### config.mk
export PLATFORM = sky130hd
export DESIGN_NAME = tsn_cmd_arbiter
export DESIGN_NICKNAME = d
export VERILOG_FILES = /design/src/rtl/tsn_cmd_pkg.sv /design/src/rtl/tsn_cmd_arbiter.sv
export SDC_FILE = /design/constraint.sdc
export NUM_CORES = 1
export LEC_CHECK = 0
export ABC_AREA = 1
export BUFFER_PORTS_ARGS = -buffer_cell sky130_fd_sc_hd__buf_2
export CAP_MARGIN = 10
export CELL_PAD_IN_SITES_DETAIL_PLACEMENT = 0
export CELL_PAD_IN_SITES_GLOBAL_PLACEMENT = 1
export CORE_AREA = 2 2 556 558
export DETAILED_ROUTE_END_ITERATION = 8
export DIE_AREA = 0 0 558 560
export GPL_ROUTABILITY_DRIVEN = 0
export PLACE_DENSITY_LB_ADDON = 0.1
export RECOVER_POWER = 100
export SETUP_SLACK_MARGIN = 0.4
export SLEW_MARGIN = 20
export SYNTH_ARGS = -nofsm -noshare
export SYNTH_HDL_FRONTEND = slang
export SYNTH_SLANG_ARGS = --single-unit
### constraint.sdc
create_clock -name i_clk -period 1.8 [get_ports i_clk]
set_clock_uncertainty 0.05 [all_clocks]
set_input_delay 0.36 -clock i_clk [delete_from_list [all_inputs] [get_ports i_clk]]
set_output_delay 0.36 -clock i_clk [all_outputs]
set_load 0.05 [all_outputs]
### src/rtl/tsn_cmd_pkg.sv
// Shared types for the TSN command arbiter: FSM encoding, requester identity,
// default command width and the round-robin picker.
package tsn_cmd_pkg;

    localparam int unsigned CMD_W_DEF = 204;
    localparam int unsigned TO_W      = 8;

    typedef enum logic [1:0] {
        StIdle    = 2'd0,
        StIssue   = 2'd1,
        StWaitAck = 2'd2
    } arb_state_e;

    typedef enum logic {
        ReqR0 = 1'b0,
        ReqR1 = 1'b1
    } req_id_e;

    // Only meaningful when at least one request is high.
    function automatic req_id_e rr_pick(input logic   req_r0,
                                        input logic   req_r1,
                                        input req_id_e ptr);
        if (req_r0 && req_r1) begin
            return ptr;
        end else if (req_r1) begin
            return ReqR1;
        end else begin
            return ReqR0;
        end
    endfunction

endpackage

### src/rtl/tsn_cmd_arbiter.sv
// Two-requester command arbiter: round-robin grant, write/read issue toward the
// datapath, and routing of the read ack back to its owner with a bounded wait.
module tsn_cmd_arbiter
    import tsn_cmd_pkg::*;
#(
    parameter int unsigned     CMD_W       = CMD_W_DEF,
    parameter logic [TO_W-1:0] ACK_TIMEOUT = 8'd255
) (
    input  logic             i_clk,
    input  logic             i_rst_n,

    input  logic [CMD_W-1:0] iv_cmd_r0,
    input  logic [CMD_W-1:0] iv_cmd_r1,
    input  logic             i_cmd_rd_r0,
    input  logic             i_cmd_rd_r1,
    input  logic             i_cmd_req_r0,
    input  logic             i_cmd_req_r1,
    output logic             o_cmd_gnt_r0,
    output logic             o_cmd_gnt_r1,

    output logic [CMD_W-1:0] ov_wr_command,
    output logic             o_wr_command_wr,
    output logic [CMD_W-1:0] ov_rd_command,
    output logic             o_rd_command_wr,

    input  logic [CMD_W-1:0] iv_rd_command_ack,
    input  logic             i_rd_command_ack_wr,

    output logic [CMD_W-1:0] ov_rd_ack_r0,
    output logic [CMD_W-1:0] ov_rd_ack_r1,
    output logic             o_rd_ack_wr_r0,
    output logic             o_rd_ack_wr_r1,
    output logic             o_ack_timeout_pulse
);

    arb_state_e      state_q, state_d;
    req_id_e         ptr_q, ptr_d;
    req_id_e         owner_q, owner_d;
    logic            is_rd_q, is_rd_d;
    logic [TO_W-1:0] cnt_q, cnt_d;

    logic             gnt_r0_q, gnt_r0_d;
    logic             gnt_r1_q, gnt_r1_d;
    logic [CMD_W-1:0] wr_cmd_q, wr_cmd_d;
    logic             wr_cmd_wr_q, wr_cmd_wr_d;
    logic [CMD_W-1:0] rd_cmd_q, rd_cmd_d;
    logic             rd_cmd_wr_q, rd_cmd_wr_d;
    logic [CMD_W-1:0] rd_ack_r0_q, rd_ack_r0_d;
    logic [CMD_W-1:0] rd_ack_r1_q, rd_ack_r1_d;
    logic             rd_ack_wr_r0_q, rd_ack_wr_r0_d;
    logic             rd_ack_wr_r1_q, rd_ack_wr_r1_d;
    logic             timeout_q, timeout_d;

    req_id_e          winner;
    logic             win_rd;
    logic [CMD_W-1:0] win_cmd;

    always_comb begin
        winner  = rr_pick(i_cmd_req_r0, i_cmd_req_r1, ptr_q);
        win_rd  = (winner == ReqR1) ? i_cmd_rd_r1 : i_cmd_rd_r0;
        win_cmd = (winner == ReqR1) ? iv_cmd_r1 : iv_cmd_r0;
    end

    always_comb begin
        state_d        = state_q;
        ptr_d          = ptr_q;
        owner_d        = owner_q;
        is_rd_d        = is_rd_q;
        cnt_d          = cnt_q;
        gnt_r0_d       = 1'b0;
        gnt_r1_d       = 1'b0;
        wr_cmd_d       = wr_cmd_q;
        wr_cmd_wr_d    = 1'b0;
        rd_cmd_d       = rd_cmd_q;
        rd_cmd_wr_d    = 1'b0;
        rd_ack_r0_d    = rd_ack_r0_q;
        rd_ack_r1_d    = rd_ack_r1_q;
        rd_ack_wr_r0_d = 1'b0;
        rd_ack_wr_r1_d = 1'b0;
        timeout_d      = 1'b0;

        case (state_q)
            StIdle: begin
                // Issue-cycle outputs are registered here so they line up with StIssue.
                if (i_cmd_req_r0 || i_cmd_req_r1) begin
                    state_d  = StIssue;
                    owner_d  = winner;
                    is_rd_d  = win_rd;
                    ptr_d    = (winner == ReqR0) ? ReqR1 : ReqR0;
                    gnt_r0_d = (winner == ReqR0);
                    gnt_r1_d = (winner == ReqR1);
                    if (win_rd) begin
                        rd_cmd_d    = win_cmd;
                        rd_cmd_wr_d = 1'b1;
                    end else begin
                        wr_cmd_d    = win_cmd;
                        wr_cmd_wr_d = 1'b1;
                    end
                end
            end
            StIssue: begin
                if (is_rd_q) begin
                    state_d = StWaitAck;
                    cnt_d   = '0;
                end else begin
                    state_d = StIdle;
                end
            end
            StWaitAck: begin
                // An ack in the expiry cycle takes precedence over the timeout.
                if (i_rd_command_ack_wr) begin
                    state_d = StIdle;
                    if (owner_q == ReqR1) begin
                        rd_ack_r1_d    = iv_rd_command_ack;
                        rd_ack_wr_r1_d = 1'b1;
                    end else begin
                        rd_ack_r0_d    = iv_rd_command_ack;
                        rd_ack_wr_r0_d = 1'b1;
                    end
                end else if (cnt_q == ACK_TIMEOUT) begin
                    state_d   = StIdle;
                    timeout_d = 1'b1;
                end else begin
                    cnt_d = cnt_q + 1'b1;
                end
            end
            default: begin
                state_d = StIdle;
            end
        endcase
    end

    always_ff @(posedge i_clk or negedge i_rst_n) begin
        if (!i_rst_n) begin
            state_q        <= StIdle;
            ptr_q          <= ReqR0;
            owner_q        <= ReqR0;
            is_rd_q        <= 1'b0;
            cnt_q          <= '0;
            gnt_r0_q       <= 1'b0;
            gnt_r1_q       <= 1'b0;
            wr_cmd_q       <= '0;
            wr_cmd_wr_q    <= 1'b0;
            rd_cmd_q       <= '0;
            rd_cmd_wr_q    <= 1'b0;
            rd_ack_r0_q    <= '0;
            rd_ack_r1_q    <= '0;
            rd_ack_wr_r0_q <= 1'b0;
            rd_ack_wr_r1_q <= 1'b0;
            timeout_q      <= 1'b0;
        end else begin
            state_q        <= state_d;
            ptr_q          <= ptr_d;
            owner_q        <= owner_d;
            is_rd_q        <= is_rd_d;
            cnt_q          <= cnt_d;
            gnt_r0_q       <= gnt_r0_d;
            gnt_r1_q       <= gnt_r1_d;
            wr_cmd_q       <= wr_cmd_d;
            wr_cmd_wr_q    <= wr_cmd_wr_d;
            rd_cmd_q       <= rd_cmd_d;
            rd_cmd_wr_q    <= rd_cmd_wr_d;
            rd_ack_r0_q    <= rd_ack_r0_d;
            rd_ack_r1_q    <= rd_ack_r1_d;
            rd_ack_wr_r0_q <= rd_ack_wr_r0_d;
            rd_ack_wr_r1_q <= rd_ack_wr_r1_d;
            timeout_q      <= timeout_d;
        end
    end

    assign o_cmd_gnt_r0        = gnt_r0_q;
    assign o_cmd_gnt_r1        = gnt_r1_q;
    assign ov_wr_command       = wr_cmd_q;
    assign o_wr_command_wr     = wr_cmd_wr_q;
    assign ov_rd_command       = rd_cmd_q;
    assign o_rd_command_wr     = rd_cmd_wr_q;
    assign ov_rd_ack_r0        = rd_ack_r0_q;
    assign ov_rd_ack_r1        = rd_ack_r1_q;
    assign o_rd_ack_wr_r0      = rd_ack_wr_r0_q;
    assign o_rd_ack_wr_r1      = rd_ack_wr_r1_q;
    assign o_ack_timeout_pulse = timeout_q;

endmodule

Word-level counts from Yosys, hierarchy flattened
Index checks and enable logic that the tools add are counted.
{"block": "word_totals", "register_bits": 836, "inputBits": 619, "output_inout_bits": 823, "wordCells": 72}
{"block": "op_classes", "addsub": 1, "eq_ne": 8, "mux": 33, "bitwise_logic": 3, "reduce_logical": 11}
{"op": "$mux 204", "count": 1}
{"op": "$mux 8", "count": 3}
{"op": "$mux 1", "count": 23}
{"op": "$pmux 8 s2", "count": 1}
{"op": "$reduce_and 3->1", "count": 4}
{"op": "$add 8x1->8 const B", "count": 1}
{"op": "$eq 8x8->1 const B", "count": 1}
{"op": "$mux 2", "count": 4}
{"op": "$ne 2x2->1 const B", "count": 4}
{"op": "$pmux 2 s3", "count": 1}
{"op": "$reduce_and 2->1", "count": 2}
{"op": "$reduce_and 4->1", "count": 1}
{"op": "$ne 3x3->1 const B", "count": 1}
{"op": "$not 1->1", "count": 3}
{"op": "$eq 2x1->1 const B", "count": 1}
{"op": "$eq 2x2->1 const B", "count": 1}
{"op": "$logic_not 2->1", "count": 1}
{"op": "$reduce_bool 2->1", "count": 1}
{"op": "$logic_and 1x1->1", "count": 1}
{"op": "$logic_or 1x1->1", "count": 1}

Logic depth before layout (Yosys ltp)
Gate-level depths: netlist (run 1).
{"block": "depth", "word_depth": 6, "mapped_depth": 11, "depth_no_buf": 9}

Worst setup path after synthesis (run 1)
OpenSTA, ideal clock, no wires.
{"block": "synth_timing", "path_kind": "register -> register", "start": "register ptr_q", "end": "register wr_cmd_q[100], in the netlist ov_wr_command[100]", "setup_ns": 0.118, "arrival_ns": 1.390, "required_time_ns": 1.632, "slack_ns": 0.243, "path_stages_with_launch": 12, "n_path_buf": 3, "period_less_slack_ns": 1.557, "path_cell_list": "dfrtp_1 -> inv_1 -> nand2_1 -> nand2_2 -> buf_2 -> nand2_1 -> o21ai_2 -> nand2_2 -> buf_2 -> buf_4 -> nand2_1 -> nand2_1"}
{"block": "synth_between", "elab_chain_len": 4, "word_cells_on_any_way": 5, "cone_classes": "mux (3); bitwise (1); reduce/logical (1)"}
{"element": "start: declaration", "line": "tsn_cmd_arbiter.sv:37", "rtl": "req_id_e ptr_q, ptr_d;"}
{"element": "start signal: assignment", "line": "tsn_cmd_arbiter.sv:136", "rtl": "ptr_q <= ReqR0;"}
{"element": "start signal: assignment", "line": "tsn_cmd_arbiter.sv:153", "rtl": "ptr_q <= ptr_d;"}
{"element": "$mux 1 (*)", "line": "tsn_cmd_pkg.sv:23", "rtl": "if (req_r0 && req_r1) begin"}
{"element": "$mux 1", "line": "tsn_cmd_arbiter.sv:60", "rtl": "win_rd = (winner == ReqR1) ? i_cmd_rd_r1 : i_cmd_rd_r0;"}
{"element": "$not 1->1 (no line)"}
{"element": "$reduce_and 3->1 (no line)"}
{"element": "end signal: assignment", "line": "tsn_cmd_arbiter.sv:159", "rtl": "wr_cmd_q <= wr_cmd_d;"}
{"element": "end: declaration", "line": "tsn_cmd_arbiter.sv:44", "rtl": "logic [CMD_W-1:0] wr_cmd_q, wr_cmd_d;"}
Every way passes the cells marked *; elsewhere a longest branch is shown, timed or not.
A chain may end at the register's enable or synchronous reset.

Final worst setup path (run 1)
{"block": "layout_timing", "start": "register rd_cmd_q[177], in the netlist ov_rd_command[177]", "end": "output ov_rd_command[177]"}
{"element": "start: declaration", "line": "tsn_cmd_arbiter.sv:46", "rtl": "logic [CMD_W-1:0] rd_cmd_q, rd_cmd_d;"}
{"element": "start signal: assignment", "line": "tsn_cmd_arbiter.sv:161", "rtl": "rd_cmd_q <= rd_cmd_d;"}
{"element": "end: declaration", "line": "tsn_cmd_arbiter.sv:23", "rtl": "output logic [CMD_W-1:0] ov_rd_command,"}
No word-level cell between the ends.

==> results.yml, run 1 <==
critical_path:
  cp-start-kind: "register"
  worstPathCellList: "buf_6"
  critPathBufInv: 1
  critical_path_class: "reg2out"
  cpMaxStageDelayCell: "dfrtp_2"
  cp.required_ps: 1390
  crit_arrival_ps: 1510
  crit_path_max_incr_delay_ps: 490
  path_depth: 1
  path_delay_family: "flip-flops"
  reg2regPathDepth: 13
  critPathCaptureType: "output pin"
  cp_max_fo: 2
floorplan:
  die_area_sq_um: 312000
  dieWidth_um: 558
  coreArea_sq_um: 307000
  num_io_pins: 1442
  dieHeight_um: 560
  row_count: 204
  start_util: 0.110
timing:
  fmax_ghz: 0.522
  setup_viol: 546
  period_share: 1.06
  tightest_slew_ps: 906
  slew_headroom: 0.396
  rsz0062_at_grt: "yes"
  setup_tns_ps: -12860
  setup_ws_ps: -117
  period_needed_ps: 1920
  finalMaxSlewViolations: 0
  hold_viol: 0
clock_tree:
  cts_buffers: 121
  cts.htree.levels: 3
  cts_sinks: 836
  cts-root-buf: "clkbuf_16"
  clk_pin_slew_ps: 60
  cts_tree: "yes"
  cts_buffer_depth: 4
  clk_latency_ps: 820
worst_hold_path:
  min_path_type: "in2reg"
  holdPathStages: 5
cells_and_area:
  design_area_sq_um: 69000
  fillers: 34000
  final_nets: 7192
  layout-drive-gt1-share: 0.384
  areaGrowthSynthToFinish_pct: 105
  final_util: 0.225
pwr:
  vdd_drop_max_mv: 0.754
  pwr_density_cell_nw_per_um2: 2170
  power_leakage_uw: 0.0351
placed_design:
  post_dp_cell_area_sq_um: 48300
  hpwlAfterDp_um: 171000
  dp_worst_setup_slack_ps: -209
  portBuffers: 1441
synthesis:
  synth.largest_area_cell: "dfrtp_1"
  synthTopCellsByArea: "dfrtp_1 62%, nand2_1 25%, o21ai_0 6.0%, inv_1 2.4%, buf_2 1.7%"
  syn_area_sq_um: 33700
  synth_top_family_by_area: "simple AND/OR/NAND/NOR gates"
  syn_inst: 4012
  synth_seq_cells: 836
  synth-simple-area-share: 0.259
  ys_seq_area_frac: 0.621
  synthFlopType: "dfrtp_1"
  yosysTopAreaCellShare: 0.621
  yosysUniqueCellTypes: 20
  synth-warning-count: 0
  synth_compound_area_frac: 0.0626
  yosysMostFrequentCell: "nand2_1"
  synth_edf_count: 0
  synth_xor_area_frac: 0
  synth_mux_area_frac: 0
  synth_fp_nets: 4632
  synthAdderAreaFrac: 0.000371
  avgSynthCellArea_sq_um: 8.40
  synthTopCellsByCount: "2282 x nand2_1, 836 x dfrtp_1, 402 x o21ai_0"
  async_flop_share: 1.00
route:
  drc_errors: 0
  num_vias: 35900
  drt-initial-drc-count: 1432
  wl_um: 227000
  firstDrtPassIters: 7
  antenna_left: 0
  wl_per_cell_um: 21.0
  via_per_inst: 3.33
global_route:
  grt_pass1_vias: 38100
  antenna_found_initial: 28
  overflow: 0
  grt_max_degree: 60
  track_usage: 0.139
  grt_pass1_wl_um: 307000
run_status:
  violations: "setup timing"
  status: "finished, violations left"
flow_run:
  maxCapViolCount: 0
[stage by stage]
step | hold slack [ps] | instances | total power [uW]
2_1_floorplan | 14.4 | 4012 | 76300
3_3_place_gp | 409 | 9599 | 102000
3_5_place_dp | 410 | 9599 | 102000
4_1_cts | 1.35 | 10700 | 149000
5_1_grt | 58.8 | 10800 | 158000
6_report | 60.9 | 10800 | 150000
[cell families (layout without fill, tap and decap cells)]
kind of cell | after synthesis | count (layout)
flip-flops | 836 | 836
buffers and inverters | 444 | 3088
adder cells (fa/ha/maj) | 1 | 1
AND/OR/NAND/NOR | 2312 | 2316
AO/OA/AOI/OAI | 419 | 419
other | 0 | 26
[power breakdown]
part | internal, uW | total [uW] | switching, uW | leakage, uW
Clock | 14600 | 24400 | 9850 | 0.00196
Sequential | 28000 | 35500 | 7450 | 0.0104
Combinational | 32800 | 89800 | 57000 | 0.0228
[layout make-up]
cell class / instances / area (sq um) / share of cell area
timing repair buffer: 2657 / 25900 / 0.375
sequential: 836 / 21000 / 0.304
multi-input combinational: 2736 / 12100 / 0.176
tap: 4120 / 5150 / 0.0747
clock buffer: 174 / 3510 / 0.0508
inverter: 220 / 860 / 0.0125
clock inverter: 37 / 457 / 0.00662
antenna: 26 / 65.1 / 0.000943
[metal layers]
metal	track usage	routed length [um]
met5	0	24
met4	0.0430	7080
met3	0.0466	18100
met2	0.240	111000
met1	0.161	91200
[sequential cells by signal, summed over array words and instances (netlist names), 2 cells and up]
| signal | flops |
|---|---|
| ov_wr_command | 204 |
| ov_rd_ack_r1 | 204 |
| cnt_q | 8 |
| state_q | 2 |
| ov_rd_command | 204 |
| ov_rd_ack_r0 | 204 |
[worst paths after layout]
| path | start | end | slack [ps] |
|---|---|---|---|
| setup reg to reg | ptr_q | ov_rd_command[55] | -80 |
| max in group asynchronous | i_rst_n | ov_rd_ack_r0[177] | 60 |
| hold reg to reg | ov_wr_command[112] | ov_wr_command[112] | 450 |
| hold / removal | iv_cmd_r1[91] | ov_rd_command[91] | 60 |
| setup / recovery | ov_rd_command[177] | ov_rd_command[177] | -120 |
| min in group asynchronous | i_rst_n | ov_rd_ack_r0[51] | 710 |
[what timing repair did]
| action | CTS | global route |
|---|---|---|
| endpoints found under the setup margin | 1653 | 1657 |
| gates resized for setup | 1862 | 406 |
| pin swaps | 30 | 97 |
| hold buffers | 611 | 1 |
| buffers inserted | 213 | 83 |
| hold endpoints to repair | 1166 | 2 |
| cloned | 39 | 23 |
[placed cells by master, fill, tap and decap left out, types with 46 or more instances in the layout]
cell type and instances:
buf_12 94, clkbuf_16 139, nand2_2 214, nand2_1 1991, buf_8 61, nand2_4 77
o21ai_0 405, clkbuf_1 46, dlygate4sd3_1 612, dfrtp_1 800, buf_6 808, buf_4 307
buf_16 53, inv_1 215, buf_2 620
No activity file was read; power rests on OpenSTA's default activity.
==> run 2: changes to the inputs <==
--- a/config.mk
+++ b/config.mk
@@ -14,7 +14,7 @@
 export DETAILED_ROUTE_END_ITERATION = 8
 export DIE_AREA = 0 0 558 560
 export GPL_ROUTABILITY_DRIVEN = 0
-export PLACE_DENSITY_LB_ADDON = 0.1
+export PLACE_DENSITY = 0.34
 export RECOVER_POWER = 100
 export SETUP_SLACK_MARGIN = 0.4
 export SLEW_MARGIN = 20
==> run 2 against run 1 <==
The flow still finishes with violations (setup timing). Routed wire length grew 1.2%. Count of clock-buffer cells in the layout down 8. Combinational power is 1% higher. Highest routed layer unchanged. Fmax decreased by 1.0%. Total power decreased by 0.41%. First-iteration DRC count grew 21%. Critical path type unchanged. Flip-flop and latch count did not move.
==> results.yml, run 2 (synthesis results as in run 1) <==
run_status:
  status: "finished, violations left"
  violations: "setup timing"
global_route:
  track_usage: 0.137
  grt_pass1_vias: 37500
  grt_max_degree: 55
  overflow: 0
  grt_pass1_wl_um: 302000
  antenna_found_initial: 18
pwr:
  p_sw_uw: 74900
  pwr_density_cell_nw_per_um2: 2170
  pwr-share-seq: 0.240
  power_switching_share: 0.503
  intPower_uw: 74200
  power_leakage_uw: 0.0351
  vdd_drop_max_mv: 0.785
  power_frac_comb: 0.609
  p_clk_frac: 0.150
  power_uw: 149000
placed_design:
  post_dp_cell_area_sq_um: 47500
  hpwlAfterDp_um: 173000
  portBuffers: 1441
  dp.cells: 9558
timing:
  hold_viol: 0
  period_needed_ps: 1940
  tightest_slew_ps: 1380
  rsz0062_at_grt: "yes"
  setup_viol: 402
  fmax_ghz: 0.516
  slew_headroom: 0.0817
  setup_tns_ps: -10680
  period_share: 1.08
  setup_ws_ps: -137
  finalMaxSlewViolations: 0
cells_and_area:
  areaGrowthSynthToFinish_pct: 104
  design_area_sq_um: 68700
  layout-drive-gt1-share: 0.385
  final_cell_mix: "1967 x nand2_1, 794 x dfrtp_1, 780 x buf_6"
  final_common_cell: "nand2_1"
  fillers: 34000
  final_nets: 7135
  fin_cells: 10700
route:
  drt-initial-drc-count: 1731
  firstDrtPassIters: 5
  drc_errors: 0
  via_per_inst: 3.36
  num_vias: 36100
  wl_um: 230000
  wl_per_cell_um: 21.5
  antenna_left: 0
critical_path:
  crit_arrival_ps: 1530
  critical_path_class: "reg2out"
  cp-start-kind: "register"
  path_delay_family: "flip-flops"
  cp.required_ps: 1390
  crit_path_max_incr_delay_ps: 510
  cpMaxStageDelayCell: "dfrtp_2"
  cp_max_fo: 2
  critPathCaptureType: "output pin"
  worstPathCellList: "buf_8"
  critPathBufInv: 1
clock_tree:
  cts.htree.levels: 3
  clk_pin_slew_ps: 60
  clk_latency_ps: 790
  cts_buffer_depth: 4
  cts_tree: "yes"
  cts_buffers: 114
  cts_sinks: 836
  cts-root-buf: "clkbuf_16"
flow_run:
  maxCapViolCount: 0
worst_hold_path:
  min_path_type: "in2reg"
floorplan:
  num_io_pins: 1442
  die_area_sq_um: 312000
  dieWidth_um: 558
  start_util: 0.110
  coreArea_sq_um: 307000
  row_count: 204
  dieHeight_um: 560
run 2: cell types whose count changed in the layout (fill, tap and decap cells not counted), sizes merged:
cell / previous run / this run
buf: 1943 / 1928
bufbuf: 4 / 3
clkinv: 25 / 17
clkbuf: 272 / 234
inv: 221 / 223
dlygate4sd3: 612 / 610
bufinv: 8 / 3
nand2: 2290 / 2288
diode: 26 / 11
run 2: path summary, 6_finish.rpt:
check | from | to | slack (ps) | cells after the start
max in group asynchronous | i_rst_n | ov_wr_command[170] | 20 | 4
min in group asynchronous | i_rst_n | ov_rd_ack_r1[90] | 1020 | 3
hold reg to reg | ov_rd_command[11] | ov_rd_command[11] | 450 | 2
setup reg to reg | ptr_q | ov_wr_command[80] | -120 | 13
hold / removal | iv_cmd_r1[203] | ov_rd_command[203] | 130 | 5
setup / recovery | ov_wr_command[196] | ov_wr_command[196] | -140 | 1
run 2: power groups by stage:
stage / logic, uW / clock network [uW] / registers (uW)
final: 90800 / 22400 / 35900
after detailed placement: 68100 / 0 / 33900
after global placement: 68200 / 0 / 33900
after floorplan: 12300 / 0 / 64000
after global routing: 95600 / 24200 / 37000
after CTS: 87400 / 23500 / 36000
run 2: cell type report:
type | instances | area, sq um | share of cell area
Timing Repair Buffer | 2609 | 25800 | 0.376
Sequential cell | 836 | 21000 | 0.305
Multi-Input combinational cell | 2734 | 12300 | 0.179
Tap cell | 4120 | 5150 | 0.0750
Clock buffer | 166 | 3300 | 0.0480
Inverter | 220 | 851 | 0.0124
Clock inverter | 26 | 280 | 0.00408
Antenna cell | 11 | 27.5 | 0.000400
run 2: layer usage:
metal / track usage / vias up / part of all wire
met2: 0.244 / 1227 / 0.50
met1: 0.155 / 17200 / 0.40
met3: 0.0395 / 252 / 0.071
met5: 0 / - / 0.00020
li1: - / 17300 / -
met4: 0.0463 / 8 / 0.033
run 2: per-stage QoR:
stage | util | hold slack [ps] | setup slack (ps)
final | 0.224 | 126 | -137
after floorplan | - | 14.4 | 327
after global routing | 0.224 | 33.8 | -225
after CTS | 0.214 | 2.29 | -273
after detailed placement | 0.155 | 272 | -173
after global placement | 0.155 | 271 | -166
run 2: timing repair:
item                                    CTS  global route
gates resized for setup                1893           476
hold buffers                            609             1
cloned                                   26            56
endpoints found under the hold margin  1217             2
setup endpoints to repair              1655          1655
pin swaps                                16           115
buffers inserted                        217            52
==> run 3: changes to the inputs <==
--- a/config.mk
+++ b/config.mk
@@ -14,7 +14,7 @@
 export DETAILED_ROUTE_END_ITERATION = 8
 export DIE_AREA = 0 0 558 560
 export GPL_ROUTABILITY_DRIVEN = 0
-export PLACE_DENSITY = 0.34
+export PLACE_DENSITY = 0.39
 export RECOVER_POWER = 100
 export SETUP_SLACK_MARGIN = 0.4
 export SLEW_MARGIN = 20
==> run 3 against run 2 <==
The flow still finishes with violations (setup timing). Clock power hardly changed. Flip-flop and latch count stayed put. Final cell count is 1.7% lower. Register-to-register slack worse by 110 ps. First-iteration DRC count is 17% higher. Combinational power is 9.3% lower. Sequential power is 1% lower. Fmax is 4.4% lower. Worst hold slack worse by 9.2 ps. Via count is 1.8% lower. Critical path type is now reg2reg. Critical endpoint is now ov_wr_command[100]. Largest power group unchanged.
==> results.yml, run 3 (synthesis results as in run 1) <==
global_route:
  track_usage: 0.132
  antenna_found_initial: 8
  overflow: 0
  grt_pass1_wl_um: 295000
  grt_pass1_vias: 36700
  grt_max_degree: 72
cells_and_area:
  fin_cells: 10500
  final_util: 0.208
  layout-drive-gt1-share: 0.335
  design_area_sq_um: 64000
  final_common_cell: "nand2_1"
  final_nets: 6957
  final_cell_mix: "2168 x nand2_1, 845 x buf_2, 799 x dfrtp_1"
  areaGrowthSynthToFinish_pct: 89.9
timing:
  slew_headroom: 0.0756
  setup_ws_ps: -226
  fmax_ghz: 0.494
  rsz0062_at_grt: "yes"
  whs_ps: 117
  setup_viol: 1013
  hold_viol: 0
  period_share: 1.13
  period_needed_ps: 2030
  tightest_slew_ps: 1390
  finalMaxSlewViolations: 0
critical_path:
  cp_common_cell: "buf_12"
  crit_arrival_ps: 2720
  worstPathCellList: "nor2_1, buf_4, o21ai_4, buf_6, nor2_4, buf_12, buf_16, buf_12, buf_12, nand2_2, nand2_1"
  reg2regPathDepth: 11
  cp_max_fo: 7
  path_delay_family: "buffers and inverters"
  critical_path_class: "reg2reg"
  critPathCaptureType: "register"
  cpMaxStageDelayCell: "dfrtp_1"
  cp-start-kind: "register"
  path_depth: 11
  cp.required_ps: 2490
  critPathBufInv: 6
  crit_path_max_incr_delay_ps: 380
run_status:
  status: "finished, violations left"
  violations: "setup timing"
clock_tree:
  cts-root-buf: "clkbuf_16"
  cts.htree.levels: 3
  cts_buffers: 111
  cts_buffer_depth: 4
  clk_pin_slew_ps: 60
  cts_tree: "yes"
  cts_sinks: 836
  clk_latency_ps: 840
floorplan:
  coreArea_sq_um: 307000
  start_util: 0.110
  die_area_sq_um: 312000
  row_count: 204
  dieHeight_um: 560
  num_io_pins: 1442
  dieWidth_um: 558
placed_design:
  dp.cells: 9530
  post_dp_cell_area_sq_um: 47100
  portBuffers: 1441
  hpwlAfterDp_um: 169000
worst_hold_path:
  min_path_type: "in2reg"
  holdPathStages: 5
pwr:
  power_switching_share: 0.516
  intPower_uw: 68000
  power_frac_comb: 0.587
  vdd_drop_max_mv: 0.845
  power_uw: 141000
  pwr_density_cell_nw_per_um2: 2200
  power_leakage_uw: 0.0330
  p_clk_frac: 0.161
  pwr-share-seq: 0.252
  p_sw_uw: 72500
route:
  wl_per_cell_um: 20.7
  drc_errors: 0
  drt-initial-drc-count: 2027
  antenna_left: 0
  via_per_inst: 3.36
  num_vias: 35400
  wl_um: 218000
  firstDrtPassIters: 5
flow_run:
  maxCapViolCount: 0
[run 3: cell count changes in the layout (fill, tap and decap cells not counted), sizes merged, moves of 2 or more]
cell / delta
diode: -7
clkbuf: -26
dlygate4sd3: +3
buf: -160
bufinv: +2
bufbuf: +5
[run 3: worst register-to-register path, cell delays in order, from the launching register on]
cell and delay [ps]:
dfrtp_1 380, nor2_1 140, buf_4 170, o21ai_4 70
buf_6 130, nor2_4 150, buf_12 160, buf_16 170
buf_12 210, buf_12 170, nand2_2 50, nand2_1 70
[run 3: layout make-up]
| type | instances | area, sq um |
|---|---|---|
| Fill cell | 34200 | 243000 |
| Timing Repair Buffer | 2433 | 21900 |
| Sequential cell | 836 | 21000 |
| Multi-Input combinational cell | 2735 | 11500 |
| Tap cell | 4120 | 5150 |
| Clock buffer | 164 | 3280 |
| Inverter | 220 | 851 |
| Clock inverter | 29 | 347 |
| Antenna cell | 4 | 10.0 |
[run 3: layer usage]
layer / track usage / part of all wire / routed length, um
met2: 0.235 / 0.50 / 109000
met4: 0.0298 / 0.021 / 4680
met3: 0.0374 / 0.074 / 16200
met5: 0 / 0.000096 / 21
met1: 0.156 / 0.40 / 88400
[run 3: per-stage QoR]
| stage | worst slack [ps] | TNS [ps] |
|---|---|---|
| CTS | -254 | -130860 |
| floorplan | 327 | 0 |
| finish | -226 | -55330 |
| global placement | -256 | -51580 |
| global route | -254 | -192150 |
| detailed placement | -260 | -51020 |
[run 3: path summary, 6_finish.rpt]
check / start / endpoint / slack [ps]
min: iv_cmd_r0[162] / ov_wr_command[162] / 120
max in group asynchronous: i_rst_n / ov_wr_command[33] / 40
min in group asynchronous: i_rst_n / ov_wr_command[15] / 400
max: state_q[1] / ov_wr_command[100] / -230
min reg2reg: ov_rd_command[39] / ov_rd_command[39] / 430
max reg2reg: state_q[1] / ov_wr_command[100] / -230
[run 3: what timing repair did]
action                                  4_1_cts  5_1_grt
pin swaps                                     9       32
endpoints found under the setup margin     1654     1659
resized for setup                          1378      231
hold buffers                                613        0
buffers inserted                            142       28
hold endpoints to repair                   1653        0
cloned                                       15       16
[run 3: power groups by stage]
stage	Combinational [uW]	Sequential [uW]	Clock (uW)
floorplan	12300	64000	0
global placement	67900	33900	0
detailed placement	67800	33900	0
CTS	81400	35500	23600
global route	86800	36600	24300
finish	82400	35400	22700
